**src/rtl/mem_access_unit.sv**
```systemverilog
// MEM-stage load/store unit: drives an SRAM-like req/addr_ok/data_ok bus and extends loads.
// Define MEM_ADDR_ERR_EN to trap misaligned accesses; otherwise low address bits are force-aligned.
module mem_access_unit #(
    parameter int ADDR_W = 32
) (
    input  logic              clk,
    input  logic              rst,
    input  logic              mem_valid,
    input  logic              mem_we,
    input  logic [1:0]        mem_size,
    input  logic              mem_unsigned,
    input  logic [ADDR_W-1:0] mem_addr,
    input  logic [31:0]       mem_wdata,
    input  logic              flush,
    output logic              stall,
    output logic              load_valid,
    output logic [31:0]       load_data,
    output logic              addr_err,
    output logic [ADDR_W-1:0] bad_vaddr,
    output logic              data_req,
    output logic              data_wr,
    output logic [1:0]        data_size,
    output logic [ADDR_W-1:0] data_addr,
    output logic [3:0]        data_wstrb,
    output logic [31:0]       data_wdata,
    input  logic              data_addr_ok,
    input  logic              data_data_ok,
    input  logic [31:0]       data_rdata
);
    typedef enum logic [1:0] {IDLE, REQ, WAIT, DONE} state_t;

    state_t            state_q, state_d;
    logic              cancel_q, cancel_d;
    logic [ADDR_W-1:0] addr_q;
    logic [1:0]        size_q;
    logic              we_q;
    logic              uns_q;
    logic [31:0]       wdata_q;
    logic              load_valid_q, load_valid_d;
    logic [31:0]       load_data_q, load_data_d;

    logic              is_word_in, is_half_in, offer, accept;
    logic [ADDR_W-1:0] acc_addr;

    assign is_word_in = mem_size[1];
    assign is_half_in = (mem_size == 2'd1);
    assign offer      = (state_q == IDLE) & mem_valid & ~flush;

`ifdef MEM_ADDR_ERR_EN
    logic misaligned;
    assign misaligned = (is_word_in & (|mem_addr[1:0])) | (is_half_in & mem_addr[0]);
    assign accept     = offer & ~misaligned;
    assign addr_err   = offer & misaligned;
    assign bad_vaddr  = addr_err ? mem_addr : '0;
    assign acc_addr   = mem_addr;
`else
    assign accept     = offer;
    assign addr_err   = 1'b0;
    assign bad_vaddr  = '0;
    assign acc_addr   = {mem_addr[ADDR_W-1:2],
                         mem_addr[1] & ~is_word_in,
                         mem_addr[0] & ~is_word_in & ~is_half_in};
`endif

    assign stall = (state_q == REQ) | (state_q == WAIT) | accept;

    always_comb begin
        state_d  = state_q;
        cancel_d = cancel_q;
        case (state_q)
            IDLE: begin
                if (accept) begin
                    state_d  = REQ;
                    cancel_d = 1'b0;
                end
            end
            REQ: begin
                // Once the address is taken the slave owes us a data_ok, so a flush must wait it out.
                if (data_addr_ok) begin
                    if (data_data_ok) begin
                        state_d = flush ? IDLE : DONE;
                    end else begin
                        state_d  = WAIT;
                        cancel_d = flush;
                    end
                end else if (flush) begin
                    state_d = IDLE;
                end
            end
            WAIT: begin
                if (data_data_ok) begin
                    state_d = (cancel_q | flush) ? IDLE : DONE;
                end else if (flush) begin
                    cancel_d = 1'b1;
                end
            end
            default: state_d = IDLE;
        endcase
    end

    logic [7:0]  rd_byte;
    logic [15:0] rd_half;
    assign rd_byte = data_rdata[{addr_q[1:0], 3'b000} +: 8];
    assign rd_half = data_rdata[{addr_q[1], 4'b0000} +: 16];

    always_comb begin
        load_data_d = data_rdata;
        case (size_q)
            2'd0:    load_data_d = {{24{rd_byte[7] & ~uns_q}}, rd_byte};
            2'd1:    load_data_d = {{16{rd_half[15] & ~uns_q}}, rd_half};
            default: load_data_d = data_rdata;
        endcase
    end

    assign load_valid_d = (state_d == DONE) & ~we_q;

    always_ff @(posedge clk or posedge rst) begin
        if (rst) begin
            state_q      <= IDLE;
            cancel_q     <= 1'b0;
            addr_q       <= '0;
            size_q       <= 2'd0;
            we_q         <= 1'b0;
            uns_q        <= 1'b0;
            wdata_q      <= 32'd0;
            load_valid_q <= 1'b0;
            load_data_q  <= 32'd0;
        end else begin
            state_q      <= state_d;
            cancel_q     <= cancel_d;
            load_valid_q <= load_valid_d;
            if (load_valid_d) begin
                load_data_q <= load_data_d;
            end
            if (accept) begin
                addr_q  <= acc_addr;
                size_q  <= mem_size;
                we_q    <= mem_we;
                uns_q   <= mem_unsigned;
                wdata_q <= mem_wdata;
            end
        end
    end

    assign load_valid = load_valid_q;
    assign load_data  = load_data_q;
    assign data_req   = (state_q == REQ);
    assign data_wr    = we_q;
    assign data_size  = size_q;
    assign data_addr  = addr_q;

    always_comb begin
        data_wstrb = 4'b0000;
        if (we_q) begin
            case (size_q)
                2'd0:    data_wstrb = 4'b0001 << addr_q[1:0];
                2'd1:    data_wstrb = 4'b0011 << addr_q[1:0];
                default: data_wstrb = 4'b1111;
            endcase
        end
    end

    genvar gi;
    generate
        for (gi = 0; gi < 4; gi++) begin : g_lane
            assign data_wdata[8*gi +: 8] = (size_q == 2'd0) ? wdata_q[7:0] :
                                           (size_q == 2'd1) ? wdata_q[8*(gi%2) +: 8] :
                                                              wdata_q[8*gi +: 8];
        end
    endgenerate
endmodule

```
**config.mk**
```make
export PLATFORM = sky130hd
export DESIGN_NAME = mem_access_unit
export DESIGN_NICKNAME = d
export VERILOG_FILES = /design/src/rtl/mem_access_unit.sv
export SDC_FILE = /design/constraint.sdc
export NUM_CORES = 1
export LEC_CHECK = 0
export BUFFER_PORTS_ARGS = -buffer_cell sky130_fd_sc_hd__buf_2
export CAP_MARGIN = 20
export CORE_UTILIZATION = 40
export CTS_CLUSTER_SIZE = 14
export DETAILED_ROUTE_END_ITERATION = 10
export PLACE_DENSITY = 0.73
export SLEW_MARGIN = 5
export SYNTH_ARGS = -nofsm -noshare
export SYNTH_HDL_FRONTEND = slang
export SYNTH_SLANG_ARGS = --single-unit
```
**constraint.sdc**
```tcl
create_clock -name clk -period 3.6 [get_ports clk]
set_input_delay 0 -clock clk [delete_from_list [all_inputs] [get_ports clk]]
set_output_delay 0 -clock clk [all_outputs]
set_load 0.05 [all_outputs]
```
---- Yosys cells after proc, flatten, opt, wreduce, memory -nomap -nowiden ----
Index checks and enable logic that the tools add are counted.
operators by class
  eq/ne operators ......................... 10
  $lt $le $gt $ge ......................... 0
  $add $sub $neg .......................... 0
  divide/modulo/power cells ............... 0
  shift-type cells ........................ 4
  $mul .................................... 0
  reduce and logical (&&, ||, !) cells .... 4
  bitwise logic cells ..................... 16
  muxes and demuxes ....................... 22
operators with widths
  cell                   count
  $pmux W32 S2           1
  $mux W8                5
  $shiftx A32 B6 Y16     1
  $shiftx A32 B6 Y8      1
  $mux W2                7
  $and A1 B1 Y1          8
  $ne A2 B2 Y1 const B   4
  $pmux W4 S2            1
  $eq A2 B1 Y1 const B   3
  $pmux W2 S3            1
  $reduce_and A6 Y1      1
  $mux W1                5
  $not A1 Y1             5
  $eq A2 B2 Y1 const B   2
  $logic_not A2 Y1       2
  $mux W4                1
  $shl A1 B2 Y4 const A  1
  $shl A2 B2 Y4 const A  1
  $or A1 B1 Y1           3
  $pmux W1 S3            1
  $reduce_bool A3 Y1     1
  $ne A2 B1 Y1 const B   1
storage, ports and cells
  bits in latches ......................... 0
  logic and storage cells ................. 65
  memory bits (writable) .................. 0
  register bits ........................... 104
  memories ................................ 0
  bits of input ports ..................... 106
  output and inout port bits .............. 139
  ROM bits ................................ 0

---- Logic depth before layout (Yosys ltp) ----
  word-level depth ........................ 7
  mapped depth ............................ 9
  depth with buffers taken out ............ 7

---- Worst setup path after synthesis ----
Ideal clock, no wire load.
  path type ............................... register -> register
  from .................................... register state_q[1]
  to ...................................... register load_data_q[10] (netlist: load_data[10])
  setup time .............................. 125 ps
  period minus slack after synthesis ...... 2577 ps
  data required time ...................... 3475 ps
  arrival ................................. 2451 ps
  buffers on the path ..................... 2
  stages on the path, launching flop included .. 10
  setup slack ............................. 1023 ps
  cells stage by stage .................... dfrtp_1 inv_1 ha_1 and2b_2 nand2_1 a31oi_2 or3b_1 buf_6 buf_12 mux2_4
between the ends
  elaborated cells between the ends (all ways) .. 12
  classes of those cells .................. 3 x eq/ne; 5 x mux; 3 x bitwise; 1 x reduce/logical
RTL lines
  element                 RTL line  RTL
  from (decl)             32        state_t state_q, state_d;
  from (signal assigned)  129       state_q <= state_d;
  $eq A2 B1 Y1            --
  named net data_req      20        output logic data_req,
  $pmux W2 S3             70        case (state_q)
  named net state_d[0]    32
  $eq A2 B2 Y1            115       assign load_valid_d = (state_d == DONE) & ~we_q;
  $and A1 B1 Y1           115
  to (signal assigned)    133       load_data_q <= load_data_d;
  to (decl)               40        logic [31:0] load_data_q, load_data_d;
The timed path passes the listed nets, and every way through them passes these cells.
A chain may end at the register's enable or synchronous reset.

---- Worst setup path after layout ----
  from .................................... register state_q[1]
  to ...................................... register load_data_q[0] (netlist: load_data[0])
between the ends
  longest elaborated chain between the ends .. 7
  elaborated cells between the ends (all ways) .. 12
  classes of those cells .................. 3 x eq/ne; 5 x mux; 3 x bitwise; 1 x reduce/logical
ends and longest elaborated chain
  element                      RTL line  RTL
  $logic_not A2 Y1             47, 70
  $and A1 B1 Y1 (2 in series)  47        assign offer = (state_q == IDLE) & mem_valid & ~flush;
  $mux W2                      72        if (accept) begin
  $pmux W2 S3 (*)              70
  named net state_d[0]         32
  $eq A2 B2 Y1 (*)             115
  $and A1 B1 Y1 (*)            115
The timed path passes the listed nets; every way through them passes the cells marked *.

==> impl_results.md <==
- Outcome: complete, no violations
- Worst-path fanout max: 25
- Startpoint Class: register
- Synth Instances: 478
- Initial drt markers: 245
- Top cell type's share of synthesized area: 46.6%
- EDFF count, synth: 0
- Core Region: 0.0135 mm²
- DR vias: 4623
- Top FF cell, synth: dfrtp_1
- Full die area: 0.0144 mm²
- Worst-Margin Slew: 1030 ps
- Setup Viol. Count Final: 0
- Tcrit/Tclk final: 72.5%
- Vias in the first global route: 4866
- Clk_skew: 8.26 ps
- Residual DRC: 0
- Row cnt: 42
- Area Overhead vs Synth: 36.7%
- Min Tclk post-route: 2610 ps
- Arr. time, crit path: 2850 ps
- Ys Warns: 0
- DR pass1 iterations: 5
- Final Hold Viols: 0
- Max cap viols: 0
- Most common cell after layout, fill and taps aside: buf_2
- IO Port Bufs: 211
- CTS root buf: clkbuf_16
- Overflow after GRT: 0
- Achievable Freq: 0.383 GHz
- FF+latch count, synth: 104
- CP endpoint kind: register
- ANT nets after route: 0
- Diode count: 0
- Final max-slew violation count: 0
- Largest net degree at the start of global routing: 83
- First-pass GRT wire length: 25000 µm
- Gr usage total: 22.4%
- Detailed placement HPWL: 10400 µm
- Critical Path RT: 3840 ps
- Die X-Extent: 120 µm
- Kind of critical path: reg2reg
- Slew margin rel.: 30.8%
- Layout Nets: 852
- CTS clock-pin slew for the worst setup and hold paths: 70 ps
- I/O Pins: 245
- Ys async rst share: 100%
- Clk_lat worst skew: 360 ps
- Mean cell area of the mapped netlist: 11.7 µm²
- Share of cells above drive strength 1: 48.7%
- Total routed wirelength: 15800 µm
- Fin Setup TNS: 0 ps
- Register area share after synthesis: 46.6%
- H-tree Lvls: 3
- Post-synth cell types: 40
- Sink Count: 104
- Wire per inst: 17.1 µm
- Die height: 120 µm
- Postcts setup bufs: 0
- Initial Util: 41.5%
- Number of buffers created by CTS: 9
- Type of the most critical hold path: in2reg
- # hold bufs at CTS: 73
- Yosys top cell by area: dfrtp_1
- CTS tree: yes
- RSZ-0062 raised after global routing: no
- Worst hold slack: 8.02 ps
- Syn Std Cell Area: 0.00559 mm²
- Maximum buffer depth of the clock tree: 2
- Antenna violations before repair: 0
- GPL Wtd Cong: 0.894
- Vias/cell: 5.01
- Post_cts resized: 0
- Dominant cells by area after synthesis: dfrtp_1, mux2_2, mux2_4
- Commonest non-fill, non-tap cells in the layout: buf_2, dfrtp_1, mux2_2
- Fill cells: 1096
==> worst max-delay path, stage by stage, from the launching register on <==
cell and delay (ps):
dfrtp_1 410, inv_1 110, ha_1 310, and2b_2 200, nand2_1 60, a31oi_2 200, or3b_2 630, buf_12 250
mux2_4 310
==> per-layer routing <==
metal / routed length, µm / track usage [%]
met5: 0 / 0
met2: 7610 / 37.3
met4: 442 / 9.61
met3: 1130 / 5.57
met1: 6600 / 27.5
==> worst paths after layout <==
path / from / cells past startpoint / slack (ps) / end
setup reg to reg: state_q[1] / 8 / 990 / load_data[0]
setup / recovery: state_q[1] / 8 / 990 / load_data[0]
hold / removal: data_rdata[7] / 3 / 8 / load_data[7]
max in group asynchronous: rst / 5 / 2400 / wdata_q[24]
min in group asynchronous: rst / 3 / 220 / data_addr[27]
hold reg to reg: load_data[16] / 1 / 510 / load_data[16]
==> through the flow <==
| stage | cell area, µm² | worst slack (ps) | utilization, % | cells |
|---|---|---|---|---|
| after floorplan | 5710 | 868 | - | 510 |
| after global placement | 6560 | 876 | 48.8 | 832 |
| after detailed placement | 6560 | 771 | 48.8 | 832 |
| after CTS | 7590 | 774 | 56.4 | 921 |
| after global routing | 7640 | 802 | 56.8 | 923 |
| final | 7640 | 990 | 56.8 | 923 |
==> logic make-up (layout without fill, tap and decap cells) <==
kind of cell / after synthesis / count (layout) / share of synthesized area (%)
other: 1 / 33 / 0.0671
AND/OR/NAND/NOR: 78 / 78 / 6.63
multiplexers: 132 / 132 / 28.2
buffers and inverters: 78 / 315 / 9.05
flip-flops: 104 / 104 / 46.6
AO/OA/AOI/OAI: 81 / 81 / 8.55
adder cells (fa/ha/maj): 4 / 4 / 0.896
==> sequential cells by signal, summed over array words and instances (netlist names) <==
name	count
data_size	2
uns_q	1
data_addr	32
wdata_q	32
cancel_q	1
data_wr	1
state_q	2
load_data	32
load_valid	1
==> synth_stat cells (2+ instances only) <==
master,number
dfrtp_1,104
mux2_2,92
buf_4,41
a21oi_1,35
mux2_4,28
nand2_1,27
nor2_1,27
o21ai_0,20
clkbuf_1,18
mux2i_1,11
nor2b_1,10
inv_1,9
a22oi_1,8
nand2b_1,6
buf_1,4
ha_1,4
o21a_1,4
buf_12,3
o22ai_1,3
a31oi_1,2
and2b_2,2
buf_2,2
==> cell type report <==
type	count	area [µm²]	area share, %
Inverter	9	36.3	0.475
Sequential cell	104	2600	34.1
Clock buffer	10	239	3.13
Tap cell	176	220	2.88
Multi-Input combinational cell	328	2600	34.1
Timing Repair Buffer	290	1880	24.6
Clock inverter	6	58.8	0.770
Power is left out: the tool's default activity adds up to more than one toggle a clock period on the data nets, which glitch-free logic cannot reach.
